===== src/rtl/if_fetch_ctrl_pkg.sv =====
// Shared pipeline definitions for the instruction fetch stage.
package if_fetch_ctrl_pkg;

  // Fetch controller states. At most one memory request is outstanding.
  typedef enum logic [1:0] {
    BOOT     = 2'd0,
    REQ      = 2'd1,
    WAIT_RSP = 2'd2,
    DRAIN    = 2'd3
  } fetch_state_t;

  // Size of one instruction in bytes; sequential fetch advances by this.
  localparam int INSTR_BYTES = 4;

endpackage


===== src/rtl/if_fetch_ctrl_buffer.sv =====
// Single-entry IF output buffer: holds one fetched instruction and its PC
// until decode takes it. A flush wins over a load and over a consume.
module if_buffer
  import if_fetch_ctrl_pkg::*;
#(
  parameter int WIDTH = 32
) (
  input  logic             clk,
  input  logic             reset_n,
  input  logic             load,
  input  logic [WIDTH-1:0] load_pc,
  input  logic [WIDTH-1:0] load_instr,
  input  logic             consume,
  input  logic             flush,
  output logic             valid,
  output logic [WIDTH-1:0] pc,
  output logic [WIDTH-1:0] instr
);

  // Buffer entry update: flush empties, load fills, consume empties.
  always_ff @(posedge clk) begin
    if (!reset_n) begin
      valid <= 1'b0;
      pc    <= '0;
      instr <= '0;
    end else if (flush) begin
      valid <= 1'b0;
    end else if (load) begin
      valid <= 1'b1;
      pc    <= load_pc;
      instr <= load_instr;
    end else if (consume) begin
      valid <= 1'b0;
    end
  end

endmodule


===== src/rtl/if_fetch_ctrl.sv =====
// Instruction fetch controller: issues one request at a time to the
// instruction memory, buffers the returned instruction for decode and
// handles branch/trap redirects, draining any stale in-flight response.
module if_fetch_ctrl
  import if_fetch_ctrl_pkg::*;
#(
  parameter int               WIDTH    = 32,
  parameter logic [WIDTH-1:0] RESET_PC = '0
) (
  input  logic             clk,
  input  logic             reset_n,
  input  logic             stall,
  input  logic             redirect_valid,
  input  logic [WIDTH-1:0] redirect_pc,
  input  logic             trap_valid,
  input  logic [WIDTH-1:0] trap_pc,
  output logic             imem_req_valid,
  output logic [WIDTH-1:0] imem_req_addr,
  input  logic             imem_req_ready,
  input  logic             imem_rsp_valid,
  input  logic [WIDTH-1:0] imem_rsp_data,
  output logic [WIDTH-1:0] pc_out,
  output logic             if_valid,
  output logic [WIDTH-1:0] if_pc,
  output logic [WIDTH-1:0] if_instr
);

  fetch_state_t     state;
  fetch_state_t     state_next;
  logic [WIDTH-1:0] pc_next;
  logic             redirect;
  logic [WIDTH-1:0] target;
  logic [WIDTH-1:0] target_aligned;
  logic             buf_load;
  logic             buf_consume;

  // Redirect source select: a trap overrides a branch in the same cycle.
  always_comb begin
    redirect       = trap_valid | redirect_valid;
    target         = trap_valid ? trap_pc : redirect_pc;
    target_aligned = {target[WIDTH-1:2], 2'b00};
  end

  // Next-state, next-PC and request logic for the fetch FSM.
  always_comb begin
    state_next     = state;
    pc_next        = pc_out;
    imem_req_valid = 1'b0;
    buf_load       = 1'b0;
    case (state)
      BOOT: begin
        state_next = REQ;
        if (redirect) pc_next = target_aligned;
      end
      REQ: begin
        imem_req_valid = !redirect && (!if_valid || !stall);
        if (redirect) begin
          pc_next = target_aligned;
        end else if (imem_req_valid && imem_req_ready) begin
          state_next = WAIT_RSP;
        end
      end
      WAIT_RSP: begin
        if (redirect) begin
          pc_next    = target_aligned;
          state_next = imem_rsp_valid ? REQ : DRAIN;
        end else if (imem_rsp_valid) begin
          buf_load   = 1'b1;
          pc_next    = pc_out + WIDTH'(INSTR_BYTES);
          state_next = REQ;
        end
      end
      DRAIN: begin
        if (redirect) pc_next = target_aligned;
        if (imem_rsp_valid) state_next = REQ;
      end
      default: begin
        state_next = BOOT;
      end
    endcase
  end

  // State and fetch PC registers.
  always_ff @(posedge clk) begin
    if (!reset_n) begin
      state  <= BOOT;
      pc_out <= RESET_PC;
    end else begin
      state  <= state_next;
      pc_out <= pc_next;
    end
  end

  assign imem_req_addr = pc_out;
  assign buf_consume   = if_valid && !stall;

  if_buffer #(
    .WIDTH(WIDTH)
  ) u_if_buffer (
    .clk        (clk),
    .reset_n    (reset_n),
    .load       (buf_load),
    .load_pc    (pc_out),
    .load_instr (imem_rsp_data),
    .consume    (buf_consume),
    .flush      (redirect),
    .valid      (if_valid),
    .pc         (if_pc),
    .instr      (if_instr)
  );

endmodule


===== config.mk =====
export PLATFORM = sky130hd
export DESIGN_NAME = if_fetch_ctrl
export DESIGN_NICKNAME = d
export VERILOG_FILES = /design/src/rtl/if_fetch_ctrl_pkg.sv /design/src/rtl/if_fetch_ctrl_buffer.sv /design/src/rtl/if_fetch_ctrl.sv
export SDC_FILE = /design/constraint.sdc
export NUM_CORES = 1
export LEC_CHECK = 0
export CAP_MARGIN = 20
export CORE_UTILIZATION = 41
export CTS_CLUSTER_DIAMETER = 30
export CTS_CLUSTER_SIZE = 28
export DETAILED_ROUTE_END_ITERATION = 8
export GPL_TIMING_DRIVEN = 0
export PLACE_DENSITY = 0.9
export SLEW_MARGIN = 10
export SYNTH_ARGS = -nofsm -noshare
export SYNTH_HDL_FRONTEND = slang
export SYNTH_SLANG_ARGS = --single-unit
export TNS_END_PERCENT = 10

===== constraint.sdc =====
create_clock -name clk -period 2.5 [get_ports clk]
set_clock_uncertainty 0.2 [all_clocks]
set_input_delay 0.5 -clock clk [delete_from_list [all_inputs] [get_ports clk]]
set_output_delay 0.5 -clock clk [all_outputs]
set_load 0.01 [all_outputs]

==> out/qor.yml, run 1 <==
ant_nets: 0
cts-root-buf: "clkbuf_16"
rows: 38
status: "finished with violations"
powerDensity_nw_per_um2: 491
setup_viol: 2
synth.area.top_cells: "dfxtp_1 (40%), nand2_1 (12%), a21oi_1 (10%), buf_4 (5.7%), mux2i_1 (3.0%)"
ys_ff_latch: 95
cts_inserted_buffers: 9
whs_endpoint: "u_if_buffer.instr[24]$_SDFFE_PN0P_"
hold_depth: 2
hp-class: "reg2reg"
p_total_w: 0.00366
core_area_um2: 11000
p_leak_nw: 2.74
synth.avg_cell_area_um2: 7.68
tightest_slew_ns: 0.627
drv_cap: 0
tritoncts: "done"
grt_pass1_vias: 5057
slew_violations: 0
cts.htree.levels: 3
drt-initial-drc-count: 355
nets: 957
yosys_warnings: 0
syn2layout_area_growth_pct: 58.1
start_kind: "input port"
critPathMaxStageDelay_ns: 0.51
netlist_top_cells_count: "nand2_1 (150), a21oi_1 (98), dfxtp_1 (95), buf_4 (36), nor2_1 (29)"
grt_max_degree: 16
crit-reg2reg-launch: "imem_req_addr[3]$_SDFFE_PN0P_"
rsz0062_at_grt: "true"
syn-cell-area_um2: 4710
yosysMostFrequentCell: "nand2_1"
worstRegToRegCells: 7
hold_violations: 0
relSlewSlack: 0.582
clk_latency_ns: 0.35
min_period_ns: 2.53
r2r_end: "imem_req_addr[20]$_SDFFE_PN0P_"
ios: 233
cts_buffer_depth: 2
grt_use_total: 0.281
period_share: 1.01
fin_ws_ns: -0.0347
fmax_mhz: 395
criticalPathCategory: "in2reg"
portBuffers: 222
drt-total-wl_um: 16900
switching_share: 0.253
critPathArrivalTime_ns: 2.59
crit_path_max_fanout: 10
cp.required_ns: 2.56
ys_async_sr_fraction: 0
path_clk_slew_ns: 0.07
firstDrtPassIters: 6
fill_cells: 954
num_vias: 5373
synth-main-ff-cell: "dfxtp_1"
r2r_setup_slack_ns: 0.15
final_util: 0.676
endpoint_kind: "flop"
crit_slowest_cell: "clkdlybuf4s50_1"
yosys.area.top_type_share: 0.404
drt_drc_violations_left: 0
die_w_um: 109
pwr-share-clk: 0.382
seqPwrFrac: 0.449
antenna_found_initial: 0
hold_buffers: 0
start_util: 0.427
gp_congestion: 0.956
dp_hpwl_um: 12700
violations: "negative setup slack"
drive_gt1_frac: 0.104
viasPerCell: 5.38
ys_seq_area_frac: 0.404
internal_power_w: 0.00273
synth_edf_count: 0
cts_sinks: 95
crit_family: "buffers and inverters"
ir_drop_uv: 482
cp_num_buf_inv: 3
grt.overflow.total: 0
switchingPower_w: 0.000925
diodes: 0
path_cells: "clkdlybuf4s50_1, clkbuf_1, or2_0, nor2_1, buf_2, a21oi_1, nor4_1"
synth_top_cell_by_area: "dfxtp_1"
die_height_um: 109
dieArea_um2: 11900
syn_inst: 614
wl_per_cell_um: 16.9
min_from: "u_if_buffer.instr[24]$_SDFFE_PN0P_"
grt_first_pass_wirelength_um: 25300
power_frac_comb: 0.169
ys_types: 57
==> cells by family after synthesis <==
group,share of synthesized area
xor gates and xnor gates,0.0149
other,0.000796
DFF,0.404
buffers and inverters,0.106
AOI/OAI and AO/OA,0.190
and+or+nand+nor,0.246
muxes,0.0369
adders and majority gates,0.00265
==> power groups by stage <==
| stage | combinational, W | clock (W) | sequential [W] |
|---|---|---|---|
| 3_3_place_gp | 0.000606 | 0 | 0.00167 |
| 2_1_floorplan | 0.000243 | 0 | 0.00166 |
| 6_report | 0.000620 | 0.00140 | 0.00164 |
| 5_1_grt | 0.000662 | 0.00148 | 0.00164 |
| 4_1_cts | 0.000619 | 0.00141 | 0.00164 |
| 3_5_place_dp | 0.000613 | 0 | 0.00167 |
==> worst max path at each step <==
| stage | startpoint | end | slack [ns] | cells past startpoint |
|---|---|---|---|---|
| floorplan | imem_req_addr[2]$_SDFFE_PN0P_ | imem_req_addr[20]$_SDFFE_PN0P_ | 0.43 | 6 |
| global placement | redirect_valid | u_if_buffer.pc[3]$_SDFFE_PN0P_ | -0.48 | 7 |
| detailed placement | redirect_valid | u_if_buffer.pc[3]$_SDFFE_PN0P_ | -0.50 | 7 |
| CTS | redirect_valid | imem_req_addr[15]$_SDFFE_PN0P_ | 0.0007 | 6 |
| global route | redirect_valid | u_if_buffer.pc[3]$_SDFFE_PN0P_ | -0.1 | 7 |
| finish | redirect_valid | imem_req_addr[13]$_SDFFE_PN0P_ | -0.03 | 7 |
==> final cells by class <==
type | count | area, µm² | share of cell area
clock buffers | 11 | 243 | 0.0326
plain buffers | 77 | 459 | 0.0616
well taps | 140 | 175 | 0.0235
clock inverters | 5 | 56.3 | 0.00755
flip-flops and latches | 95 | 1900 | 0.255
repair buffers | 223 | 2230 | 0.299
inverters | 11 | 41.3 | 0.00554
multi-input cells | 436 | 2350 | 0.315
==> per-layer routing <==
layer  part of all wire  track usage  vias to the layer above
met5                  0            0                        -
met4              0.034        0.125                        0
met3               0.11       0.0938                       49
met2               0.47        0.469                      302
met1               0.38        0.325                     2462
li1                   -            -                     2560
==> sequential cells by signal (all words and copies together) (netlist names) <==
| name | cells |
|---|---|
| u_if_buffer.valid | 1 |
| u_if_buffer.pc | 30 |
| u_if_buffer.instr | 32 |
| imem_req_addr | 30 |
| state | 2 |
==> worst min-delay path: stages (launching register included) <==
cell	delay [ns]
dfxtp_1	0.31
nand2_1	0.05
a21oi_1	0.05
==> timing repair <==
item	4_1_cts	5_1_grt
resized for setup	6	8
pin swaps	1	2
endpoints found under the setup margin	62	75
setup buffers	0	1
==> cells in the final DEF (no fill, tap or decap), drive strengths merged, types with 3 or more instances in the layout <==
cell type | netlist | routed
clkdlybuf4s50 | 0 | 220
nand2 | 150 | 150
a21oi | 98 | 98
dfxtp | 95 | 95
buf | 49 | 50
clkbuf | 28 | 40
nor2 | 30 | 30
o21ai | 22 | 22
nand3 | 16 | 16
nand4 | 15 | 15
mux2i | 14 | 14
inv | 10 | 11
nor3 | 7 | 7
xor2 | 7 | 7
o22ai | 7 | 7
a211oi | 7 | 7
nor4 | 7 | 7
conb | 1 | 6
a31oi | 5 | 5
a221oi | 4 | 4
nand3b | 3 | 3
mux2 | 3 | 3
and2 | 3 | 3
and4 | 3 | 3
clkinv | 1 | 3
==> stage by stage <==
step	hold WS, ns	instances	cell area [µm²]	setup TNS [ns]	setup slack, ns
floorplan	0.281	619	4730	0	0.433
global placement	0.241	981	7130	-30.71	-0.476
detailed placement	0.246	981	7130	-33.78	-0.498
CTS	0.255	997	7440	0	0.000739
global route	0.273	998	7450	-1.90	-0.0973
finish	0.254	998	7450	-0.0450	-0.0347
No activity file was read; power rests on OpenSTA's default activity.
==> run 2, diff against run 1 <==
Settings changed: SKIP_CTS_REPAIR_TIMING from default to 1.
Clock period 2.5 ns to 2.9 ns, I/O delays scaled along.
==> out/qor.yml, run 2 (synthesized netlist as in run 1, its figures left out) <==
status: "finished, final reports clean"
grt_max_degree: 16  # unchanged
cts_inserted_buffers: 9  # unchanged
grt.overflow.total: 0  # unchanged
hp-class: "reg2reg"
drt-initial-drc-count: 410  # +15%
r2r_end: "imem_req_addr[20]$_SDFFE_PN0P_"
worstRegToRegCells: 6  # -1
crit_path_max_fanout: 10  # unchanged
endpoint_kind: "flop"
setup_viol: 0  # -2
cp.required_ns: 2.97  # +0.41 ns
num_vias: 5383  # +0.19%
min_period_ns: 2.77
firstDrtPassIters: 5  # -1
clk_latency_ns: 0.35  # about the same
grt_use_total: 0.280  # -0.000381
rows: 38  # unchanged
largest_register_ffs: 32  # unchanged
fmax_mhz: 361
grt_use_met3: 0.0938  # unchanged
crit_start: "redirect_valid"
rsz0062_at_grt: "false"
start_util: 0.427  # unchanged
grt_util_met1: 0.323  # -0.00148
r2r_setup_slack_ns: 0.40  # +0.25 ns
ir_drop_uv: 408  # -15%
dp_hpwl_um: 12700  # unchanged
ant_nets: 0  # unchanged
portBuffers: 222  # unchanged
nets: 956  # -0.10%
fin_area_um2: 7440  # -0.20%
final_cell_mix: "clkdlybuf4s50_1 (221), nand2_1 (150), a21oi_1 (98)"
grt_first_pass_wirelength_um: 25300  # -0.13%
die_w_um: 109  # unchanged
tightest_slew_ns: 0.673  # +0.0461 ns
hold_depth: 2  # unchanged
wl_per_cell_um: 16.9  # about the same
start_kind: "input port"
die_height_um: 109  # unchanged
viasPerCell: 5.40  # +0.29%
drt-total-wl_um: 16800  # -0.11%
syn2layout_area_growth_pct: 57.8
core_area_um2: 11000  # unchanged
diodes: 0  # unchanged
path_clk_slew_ns: 0.06  # about the same
cts.htree.levels: 3  # unchanged
hold_violations: 0  # unchanged
critPathArrivalTime_ns: 2.84  # +0.25 ns
cp-endpoint: "u_if_buffer.pc[3]$_SDFFE_PN0P_"
slew_violations: 0  # unchanged
gp_congestion: 0.956  # unchanged
drv_cap: 0  # unchanged
period_share: 0.955
cts_sinks: 95  # unchanged
drt_drc_violations_left: 0  # unchanged
antenna_found_initial: 0  # unchanged
fill_cells: 965  # +1.2%
drive_gt1_frac: 0.0933  # -0.0104
dp_cells: 981  # unchanged
dpl-instance-area_um2: 7130  # unchanged
layout_commonest_cell: "clkdlybuf4s50_1"
powerDensity_nw_per_um2: 423  # -14%
stdcell_count: 997  # -0.10%
tritoncts: "done"
ios: 233  # unchanged
grt_pass1_vias: 5052  # -0.099%
busiest_layer: "met2"
dieArea_um2: 11900  # unchanged
cts_buffer_depth: 2  # unchanged
crit-reg2reg-launch: "imem_req_addr[2]$_SDFFE_PN0P_"
cts-root-buf: "clkbuf_16"
relSlewSlack: 0.549  # -0.0324
p_leak_nw: 2.73  # -0.20%
regMostFlops: "u_if_buffer.instr"
criticalPathCategory: "in2reg"
grt_use_met2: 0.470  # about the same
## run 2: metrics by stage
step / power, W / hold WS [ns] / setup WS [ns] / TNS, ns / utilization
floorplan: 0.00164 / 0.281 / 0.833 / 0 / -
global placement: 0.00196 / 0.241 / -0.188 / -4.81 / 0.646
detailed placement: 0.00197 / 0.246 / -0.201 / -7.12 / 0.646
CTS: 0.00316 / 0.255 / -0.193 / -0.193 / 0.673
global route: 0.00326 / 0.273 / 0.0182 / 0 / 0.674
finish: 0.00315 / 0.253 / 0.129 / 0 / 0.674
## run 2: how the worst min path moves through the flow
stage                                         endpoint                               start
floorplan            u_if_buffer.instr[0]$_SDFFE_PN0P_   u_if_buffer.instr[0]$_SDFFE_PN0P_
global route         u_if_buffer.instr[1]$_SDFFE_PN0P_   u_if_buffer.instr[1]$_SDFFE_PN0P_
CTS                 u_if_buffer.instr[19]$_SDFFE_PN0P_  u_if_buffer.instr[19]$_SDFFE_PN0P_
global placement    u_if_buffer.instr[18]$_SDFFE_PN0P_  u_if_buffer.instr[18]$_SDFFE_PN0P_
finish                  u_if_buffer.pc[6]$_SDFFE_PN0P_      u_if_buffer.pc[6]$_SDFFE_PN0P_
detailed placement  u_if_buffer.instr[19]$_SDFFE_PN0P_  u_if_buffer.instr[19]$_SDFFE_PN0P_
## run 2: report_power, final
part           internal (W)  switching (W)
sequential          0.00134      0.0000752
combinational      0.000324       0.000210
clock              0.000692       0.000506
total               0.00235       0.000792
## run 2: worst max-delay path: stages
cell             delay [ns]
clkdlybuf4s50_1        0.51
clkbuf_1               0.28
or2_0                  0.31
nor2_1                 0.55
buf_2                  0.35
nand2_1                0.11
a21oi_1                0.13
## run 2: cell type report
class | instances | area [µm²] | share of cell area
plain buffers | 77 | 457 | 0.0614
inverters | 11 | 41.3 | 0.00555
repair buffers | 222 | 2220 | 0.299
clock inverters | 5 | 56.3 | 0.00757
flip-flops and latches | 95 | 1900 | 0.256
clock buffers | 11 | 243 | 0.0326
multi-input cells | 436 | 2340 | 0.315
well taps | 140 | 175 | 0.0235
## run 2: routing by layer
layer / part of all wire / vias to the layer above
met4: 0.035 / 0
met2: 0.47 / 341
li1: - / 2557
met5: 0 / -
met3: 0.13 / 51
met1: 0.37 / 2434
